<file path="src/rtl/lstm_seq_ctrl.sv">
// -----------------------------------------------------------------------------
// lstm_seq_ctrl
//   Drives one external lstm_cell over a sequence of seq_len timesteps.
//   X samples arrive on a valid/ready stream. The recurrent state (c, h) is
//   held in registers between steps and fed to the cell. After the cell has
//   had time to settle, its outputs are captured and h is emitted downstream.
//   Weights/biases live outside this block and must stay constant for a run.
//
// Ports
//   clk, rst                 clock, asynchronous active-low reset
//   start, seq_len           begin a run of seq_len steps (sampled in IDLE)
//   c_init, h_init           initial recurrent state (sampled with start)
//   x_valid/x_ready/x_data   input sample stream
//   cell_x/c_in/h_in         registered cell inputs
//   cell_c_out/h_out         cell outputs (valid CELL_LAT cycles after inputs)
//   h_valid/h_ready/h_data   hidden-output stream, one beat per step
//   step_idx                 0-based index of the step in progress
//   busy, done               run active / one-cycle end-of-run pulse
// -----------------------------------------------------------------------------
module lstm_seq_ctrl #(
  parameter int DATA_WIDTH  = 16,
  parameter int FRACT_WIDTH = 8,
  parameter int LEN_W       = 8,
  parameter int CELL_LAT    = 2
) (
  input  logic                  clk,
  input  logic                  rst,
  input  logic                  start,
  input  logic [LEN_W-1:0]      seq_len,
  input  logic [DATA_WIDTH-1:0] c_init,
  input  logic [DATA_WIDTH-1:0] h_init,
  input  logic                  x_valid,
  input  logic [DATA_WIDTH-1:0] x_data,
  output logic                  x_ready,
  output logic [DATA_WIDTH-1:0] cell_x,
  output logic [DATA_WIDTH-1:0] cell_c_in,
  output logic [DATA_WIDTH-1:0] cell_h_in,
  input  logic [DATA_WIDTH-1:0] cell_c_out,
  input  logic [DATA_WIDTH-1:0] cell_h_out,
  output logic                  h_valid,
  output logic [DATA_WIDTH-1:0] h_data,
  input  logic                  h_ready,
  output logic [LEN_W-1:0]      step_idx,
  output logic                  busy,
  output logic                  done
);

  // Values are fixed-point but only passed through; the format is never used.
  if (CELL_LAT < 1 || FRACT_WIDTH > DATA_WIDTH) begin : g_bad_params
    $error("lstm_seq_ctrl: CELL_LAT must be >= 1 and FRACT_WIDTH <= DATA_WIDTH");
  end

  localparam int                CNT_W    = $clog2(CELL_LAT + 1);
  // The cell output is first stable in the cycle after CELL_LAT edges past the
  // input change, so it is captured on edge CELL_LAT+1 after the X accept.
  localparam logic [CNT_W-1:0]  CNT_LAST = CNT_W'(CELL_LAT);

  typedef enum logic [2:0] {
    S_IDLE,
    S_LOAD,
    S_SETTLE,
    S_EMIT,
    S_FIN
  } state_t;

  state_t                r_state;
  state_t                w_state_nxt;
  logic [LEN_W-1:0]      r_len;
  logic [LEN_W-1:0]      r_step;
  logic [CNT_W-1:0]      r_cnt;
  logic [DATA_WIDTH-1:0] r_cx;
  logic [DATA_WIDTH-1:0] r_cc;
  logic [DATA_WIDTH-1:0] r_ch;
  logic [DATA_WIDTH-1:0] r_cnext;
  logic [DATA_WIDTH-1:0] r_hdata;
  logic                  w_last;

  // Comparing against len-1 (len is never 0 here) keeps step_idx from ever
  // counting past seq_len-1, so a full-scale seq_len cannot wrap it.
  assign w_last = (r_step == (r_len - LEN_W'(1)));

  // NOTE: state and data registers use non-blocking assignments so every
  // register samples pre-edge values, independent of statement order.
  always_ff @(posedge clk or negedge rst) begin
    if (!rst) r_state <= S_IDLE;
    else      r_state <= w_state_nxt;
  end

  // NOTE: every output of this block gets a default first, so no path leaves
  // a signal unassigned and no latch is inferred.
  always_comb begin
    w_state_nxt = r_state;
    x_ready     = 1'b0;
    h_valid     = 1'b0;
    done        = 1'b0;
    busy        = 1'b1;
    case (r_state)
      S_IDLE: begin
        busy = 1'b0;
        if (start) w_state_nxt = (seq_len == '0) ? S_FIN : S_LOAD;
      end
      S_LOAD: begin
        x_ready = 1'b1;
        if (x_valid) w_state_nxt = S_SETTLE;
      end
      S_SETTLE: begin
        if (r_cnt == CNT_LAST) w_state_nxt = S_EMIT;
      end
      S_EMIT: begin
        h_valid = 1'b1;
        if (h_ready) w_state_nxt = w_last ? S_FIN : S_LOAD;
      end
      S_FIN: begin
        done        = 1'b1;
        w_state_nxt = S_IDLE;
      end
      default: w_state_nxt = S_IDLE;
    endcase
  end

  // NOTE: every register here is cleared by reset because each one is
  // visible on a port or gates a visible value; there is no storage array.
  always_ff @(posedge clk or negedge rst) begin
    if (!rst) begin
      r_len   <= '0;
      r_step  <= '0;
      r_cnt   <= '0;
      r_cx    <= '0;
      r_cc    <= '0;
      r_ch    <= '0;
      r_cnext <= '0;
      r_hdata <= '0;
    end else begin
      case (r_state)
        S_IDLE: begin
          if (start && seq_len != '0) begin
            r_len  <= seq_len;
            r_cc   <= c_init;
            r_ch   <= h_init;
            r_step <= '0;
          end
        end
        S_LOAD: begin
          if (x_valid) begin
            r_cx  <= x_data;
            r_cnt <= '0;
          end
        end
        S_SETTLE: begin
          if (r_cnt == CNT_LAST) begin
            r_cnext <= cell_c_out;
            r_hdata <= cell_h_out;
          end else begin
            r_cnt <= r_cnt + CNT_W'(1);
          end
        end
        S_EMIT: begin
          // Cell inputs change only once h is accepted, so they stay stable
          // from the X accept through the whole EMIT wait.
          if (h_ready) begin
            r_cc <= r_cnext;
            r_ch <= r_hdata;
            if (!w_last) r_step <= r_step + LEN_W'(1);
          end
        end
        default: ;
      endcase
    end
  end

  assign cell_x    = r_cx;
  assign cell_c_in = r_cc;
  assign cell_h_in = r_ch;
  assign h_data    = r_hdata;
  assign step_idx  = r_step;

endmodule

</file>
<file path="config.mk">
export PLATFORM = sky130hd
export DESIGN_NAME = lstm_seq_ctrl
export DESIGN_NICKNAME = d
export VERILOG_FILES = /design/src/rtl/lstm_seq_ctrl.sv
export SDC_FILE = /design/constraint.sdc
export NUM_CORES = 1
export LEC_CHECK = 0
export BUFFER_PORTS_ARGS = -buffer_cell sky130_fd_sc_hd__buf_2
export CORE_MARGIN = 2
export CORE_UTILIZATION = 53
export DETAILED_ROUTE_END_ITERATION = 6
export PLACE_DENSITY = 0.95
export SLEW_MARGIN = 20
export SYNTH_ARGS = -nofsm -noshare
export SYNTH_HDL_FRONTEND = slang
export SYNTH_SLANG_ARGS = --single-unit
</file>
<file path="constraint.sdc">
create_clock -name clk -period 4.65 [get_ports clk]
set_input_delay 0.465 -clock clk [delete_from_list [all_inputs] [get_ports clk]]
set_output_delay 0.465 -clock clk [all_outputs]
set_load 0.02 [all_outputs]
</file>
==> reports/metrics.cfg, run 1 <==
[setup_path]
crit_path_end_kind=register
critPathMaxStageDelay_ns=0.64
slowest_stage=a211oi_4
reg2reg_from=r_state[2]$_DFFE_PN0P_
r2r_slack_ns=1.67
crit_chain=nor3_4 > inv_2 > a211oi_4 > nor2_4 > or4b_1 > or4_1 > nand2_1
setup.worst_path.start=r_state[2]$_DFFE_PN0P_
cp-start-kind=register
required_ns=4.93
worstSetupEndpoint=step_idx[6]$_DFFE_PN0P_
rr_endpoint=step_idx[6]$_DFFE_PN0P_
ff2ff_path_depth=7
crit_type=reg2reg
cp_max_fo=33
arrival_ns=3.26

[cts]
cts_tree=done
cts_hold_buf=0
clk_path_buf_depth=2
ctsResizeCount=0
cts_root_buffer=clkbuf_8
post_cts_buffers=0
clk_latency_ns=0.35
path_clk_slew_ns=0.09
cts.sinks=101
htreeDepth=3
cts_inserted_buffers=9

[power]
finalPower_mw=3.957
p_leak_nw=2.813
vdd_ir_drop_max_v=0.0003331
powerDensity_mw_per_mm2=692.4

[die]
fp.dieArea_mm2=0.009353
initial_core_util_pct=55.17
placement_rows=33
die_h_um=96.71
io_pins=169
core_area_mm2=0.008258
die_width_um=96.71

[global_routing]
met3_usage_pct=6.142
grt_max_degree=59
grtUsageMet2_pct=41.08
met1_usage_pct=27.59
globalRouteOverflowTotal=0
grt_pass1_wl_mm=17.80
grt.total_usage_pct=23.24
grt_pass1_vias=3759
busiest_layer=met2
antenna_found_initial=0

[synthesis]
ys.flop_type=dfrtp_1
yosysTopAreaCell=dfrtp_1
ys_warn_count=0
ys_types=47
netlist_area_mm2=0.004556
synth.net_count=474
synth.most_common_cell=dfrtp_1
ys_ff_latch=101
synth_cells=378
synth_area_per_cell_um2=12.05
async_flop_share_pct=100.0
synthTopCellsByArea=dfrtp_1 (55%), mux2_2 (14%), mux2i_1 (7.7%), o21ai_0 (4.3%), nand2_1 (3.9%)
synth_edf_count=0
yosysSeqAreaShare_pct=55.48
synth_top_area_share_pct=55.48
synth_commonest_cells=dfrtp_1 (101), mux2_2 (55), nand2_1 (47)

[timing]
worst_slew_pin_slew_ns=0.9628
post-route-min-period_ns=2.976
rsz0062_at_grt=false
drv_slew=0
finClkSkew_ns=0.01042
hold_viol=0
max_freq_mhz=336.0
timing.hold.ws_ns=0.1640
max_slew_margin_pct=35.72
setup-violations-final=0
fin_crit_sh_pct=64.00
setup_tns_ns=0

[placement]
hpwl_mm=8.076
globalplace.congestion=0.9849
placed_cells=637
port_buffers=168

[route]
via_per_inst=5.401
ant_nets=0
drt-initial-drc-count=109
dr_total_vias=3527
drt-wirelength-per-cell_um=16.27
drc_errors=0
dr.pass1.iters=4
wirelength_mm=10.63

[finish]
diodes=0
stdcell_count=653
areaGrowthSynthToFinish_pct=25.43
drive_above_1_share_pct=46.72
fin_nets=639

[flow_run]
maxCapViolCount=0

[hold_path]
min_path_type=in2async

[run_status]
outcome=finished, final reports clean

area by class of cell:
cell class / instances / area (µm²)
Clock buffer: 11 / 141.4
Inverter: 8 / 30.03
Multi-Input combinational cell: 251 / 1929
Clock inverter: 5 / 81.33
Sequential cell: 101 / 2527
Fill cell: 618 / 2544
Tap cell: 105 / 131.4
Timing Repair Buffer: 172 / 873.3
sequential cells by signal (all words and copies together), names as in the netlist:
signal	flops
r_cnt	2
h_data	16
cell_c_in	16
cell_x	16
r_state	3
cell_h_in	16
r_cnext	16
step_idx	8
r_len	8
metal layers:
layer / wire, µm / part of all wire, % / up-vias
li1: - / - / 1664
met1: 4066 / 38 / 1713
met2: 5652 / 53 / 136
met3: 739 / 7.0 / 14
met4: 166 / 1.6 / 0
met5: 0 / 0 / -
logic make-up (layout without fill, tap and decap cells):
group | Yosys count | after routing | share of synthesized area, %
AO/OA/AOI/OAI | 58 | 58 | 7.937
flip-flops | 101 | 101 | 55.48
XOR/XNOR | 10 | 10 | 1.922
adder cells (fa/ha/maj) | 3 | 3 | 0.8240
multiplexers | 90 | 90 | 21.29
buffers and inverters | 26 | 196 | 2.334
AND/OR/NAND/NOR | 90 | 90 | 10.22
worst min path at each step:
stage	start	end	slack (ns)	cells after the start
after detailed placement	cell_h_in[10]$_DFFE_PN0P_	cell_h_in[10]$_DFFE_PN0P_	0.47	2
after global placement	cell_h_in[11]$_DFFE_PN0P_	cell_h_in[11]$_DFFE_PN0P_	0.46	2
final	rst	step_idx[3]$_DFFE_PN0P_	0.16	1
after global routing	rst	step_idx[3]$_DFFE_PN0P_	0.21	1
after floorplan	rst	cell_c_in[0]$_DFFE_PN0P_	0.17	0
after CTS	rst	cell_x[8]$_DFFE_PN0P_	0.17	1
placed cells by master, fill, tap and decap left out, types with 2 or more instances in the layout:
cell type,n
nand3b_1,3
o211ai_1,4
inv_1,6
buf_2,167
ha_1,3
a31oi_1,2
buf_4,5
inv_2,2
nor4_1,2
nor3_1,2
mux2i_1,35
nor2b_1,3
xnor2_1,6
o31ai_1,2
nand2_1,47
or4_1,2
o21ai_0,39
nand3_1,5
nor2_1,8
a21oi_2,2
clkbuf_8,10
bufinv_16,2
xor2_1,4
dfrtp_1,101
mux2_2,55
nand2b_1,2
or3_1,4
worst max-delay path: cells and delay by family (launching register included):
family                 cells  cell delay [ns]
buffers and inverters      1             0.09
AOI/OAI and AO/OA          1             0.64
and+or+nand+nor            5             1.71
DFF                        1             0.48
metrics by stage:
step | util, % | setup WS, ns | area [µm²]
3_5_place_dp | 66.50 | 1.726 | 5492
6_report | 69.20 | 1.674 | 5714
4_1_cts | 69.20 | 1.713 | 5714
3_3_place_gp | 66.50 | 1.842 | 5492
5_1_grt | 69.20 | 1.469 | 5714
2_1_floorplan | - | 2.229 | 4556
report_power, final:
group	internal (mW)	switching, mW
logic	0.739	1.04
registers	1.27	0.296
clock network	0.319	0.288
Note: power is estimated with default switching activity, not from simulation.
==> run 2: changes to the inputs <==
--- a/config.mk
+++ b/config.mk
@@ -5,11 +5,12 @@
 export SDC_FILE = /design/constraint.sdc
 export NUM_CORES = 1
 export LEC_CHECK = 0
+export ABC_AREA = 1
 export BUFFER_PORTS_ARGS = -buffer_cell sky130_fd_sc_hd__buf_2
 export CORE_MARGIN = 2
-export CORE_UTILIZATION = 53
+export CORE_UTILIZATION = 45
 export DETAILED_ROUTE_END_ITERATION = 6
-export PLACE_DENSITY = 0.95
+export PLACE_DENSITY = 0.88
 export SLEW_MARGIN = 20
 export SYNTH_ARGS = -nofsm -noshare
 export SYNTH_HDL_FRONTEND = slang
==> constraint.sdc (replaced) <==
create_clock -name clk -period 2.6 [get_ports clk]
set_input_delay 0.26 -clock clk [delete_from_list [all_inputs] [get_ports clk]]
set_output_delay 0.26 -clock clk [all_outputs]
set_load 0.02 [all_outputs]
==> run 2 against run 1 <==
- sequential cell count is the same
- final cell count up 29%
- non-clock buffer count rose by 3
- worst setup slack lost 1.2 ns
- final area rose by 2.7%
- clock power up 54%
- clock skew about the same
- synthesized cell count up 42%
- global-route usage decreased by 2.9 points
==> reports/metrics.cfg, run 2 <==
[run_status]
outcome=finished, final reports clean

[cts]
clk_path_buf_depth=2
path_clk_slew_ns=0.10
clk_latency_ns=0.36
htreeDepth=3
cts_inserted_buffers=9
cts_tree=done
cts_root_buffer=clkbuf_8
cts.sinks=101
post_cts_buffers=0

[global_routing]
grt.total_usage_pct=20.35
grt_max_degree=61
globalRouteOverflowTotal=0
antenna_found_initial=1
grt_pass1_wl_mm=18.08
grt_pass1_vias=3944

[die]
fp.dieArea_mm2=0.01124
die_width_um=106
io_pins=169
initial_core_util_pct=45.76
placement_rows=37
die_h_um=106
core_area_mm2=0.01023

[setup_path]
slowest_stage=dfrtp_1
critPathMaxStageDelay_ns=0.42
crit_chain=inv_1 > nor2_1 > nand2_2 > clkinv_1 > buf_12 > buf_2
reg2reg_from=r_len[0]$_DFFE_PN0P_
setup.worst_path.start=r_state[0]$_DFFE_PN0P_
crit_buf_inv=4
crit_path_end_kind=primary output
ff2ff_path_depth=11
rr_endpoint=step_idx[2]$_DFFE_PN0P_
arrival_ns=1.88
cp_max_fo=49
crit_family=buffers and inverters
crit_type=reg2out
r2r_slack_ns=0.54
required_ns=2.34
cp-start-kind=register

[timing]
post-route-min-period_ns=2.139
max_freq_mhz=467.5
worst_slew_pin_slew_ns=0.7843
fin_crit_sh_pct=82.27
drv_slew=0
setup_tns_ns=0
finClkSkew_ns=0.01064
rsz0062_at_grt=false
max_slew_margin_pct=47.71
setup-violations-final=0
hold_viol=0

[synthesis]
netlist_area_mm2=0.004682
synth.net_count=632
async_flop_share_pct=100.0
ys.flop_type=dfrtp_1
ys_warn_count=0
synthTopCellsByArea=dfrtp_1 (54%), nand2_1 (7.4%), nor2_1 (7.1%), mux2_2 (6.0%), a21oi_1 (5.2%)
ys_types=30
synth_top_area_share_pct=53.98
synth.most_common_cell=dfrtp_1
synth_commonest_cells=dfrtp_1 (101), nand2_1 (92), nor2_1 (88)
ys_ff_latch=101
synth_area_per_cell_um2=8.735
yosysSeqAreaShare_pct=53.98
synth_cells=536
yosysTopAreaCell=dfrtp_1
synth_edf_count=0

[placement]
globalplace.congestion=0.8464
port_buffers=168
hpwl_mm=8.059

[finish]
drive_above_1_share_pct=32.20
multi_input_area_mm2=0.001831
areaGrowthSynthToFinish_pct=25.31
final_cell_mix=buf_2 (167), dfrtp_1 (101), nand2_1 (91)
fillCellCount=951
utilization_pct=57.34
layout_commonest_cell=buf_2
register_area_mm2=0.002527
fin_nets=796

[route]
ant_nets=0
drt-initial-drc-count=126
wirelength_mm=10.98
dr_total_vias=4050
via_per_inst=4.810
drc_errors=0
dr.pass1.iters=4
drt-wirelength-per-cell_um=13.04

[power]
p_leak_nw=2.982
finalPower_mw=7.217
vdd_ir_drop_max_v=0.0006900
powerDensity_mw_per_mm2=1230

[hold_path]
worstHoldEndpoint=cell_x[13]$_DFFE_PN0P_
hp-start=x_data[13]
min_path_cells=2
min_path_type=in2reg

[flow_run]
maxCapViolCount=0

run 2: worst max-delay path by stage:
stage                     cells after the start                      end  slack (ns)
after floorplan                              12  step_idx[0]$_DFFE_PN0P_        0.87
after global placement                        9  step_idx[2]$_DFFE_PN0P_        0.70
after detailed placement                     11  step_idx[2]$_DFFE_PN0P_        0.60
after CTS                                     6                  h_valid        0.42
after global routing                         11  step_idx[3]$_DFFE_PN0P_        0.30
final                                         6                  h_valid        0.46
run 2: through the flow:
stage	instance area [µm²]	worst slack, ns	instances	hold slack (ns)
floorplan	4682	0.8746	536	-0.03559
global placement	5675	0.6954	824	0.3846
detailed placement	5675	0.5984	824	0.3900
CTS	5864	0.4219	841	0.09426
global route	5864	0.2959	841	0.08573
finish	5867	0.4610	842	0.1227
run 2: power breakdown:
part / leakage, nW / internal, mW / switching, mW
sequential: 1.18 / 2.30 / 0.421
combinational: 1.71 / 1.29 / 2.27
clock: 0.0923 / 0.362 / 0.571
run 2: layout make-up:
class                           count  area share, %
Antenna cell                        1        0.04265
Clock buffer                        9          2.111
Clock inverter                      7         0.9384
Inverter                           59          3.775
Multi-Input combinational cell    354          31.20
Sequential cell                   101          43.08
Tap cell                          136          2.900
Timing Repair Buffer              175          15.95
run 2: what timing repair did:
action,in CTS,in global routing
hold endpoints to repair,59,0
hold buffers,1,0
resized for setup,0,0
setup endpoints to repair,0,0
run 2: layer usage:
layer  GRT usage (%)  vias to the layer above  wire, µm
li1                -                     2043         -
met1           25.24                     1872      4819
met2           34.61                      125      5373
met3           6.070                       10       673
met4           5.733                        0       108
met5               0                        -         0
run 2: cell families after synthesis:
| logic type | count (synthesis) | share of synthesized area [%] |
|---|---|---|
| buffers and inverters | 81 | 6.975 |
| DFF | 101 | 53.98 |
| xor gates and xnor gates | 8 | 1.497 |
| AOI/OAI and AO/OA | 103 | 11.84 |
| muxes | 25 | 6.013 |
| and+or+nand+nor | 215 | 18.89 |
| adders and majority gates | 3 | 0.8018 |
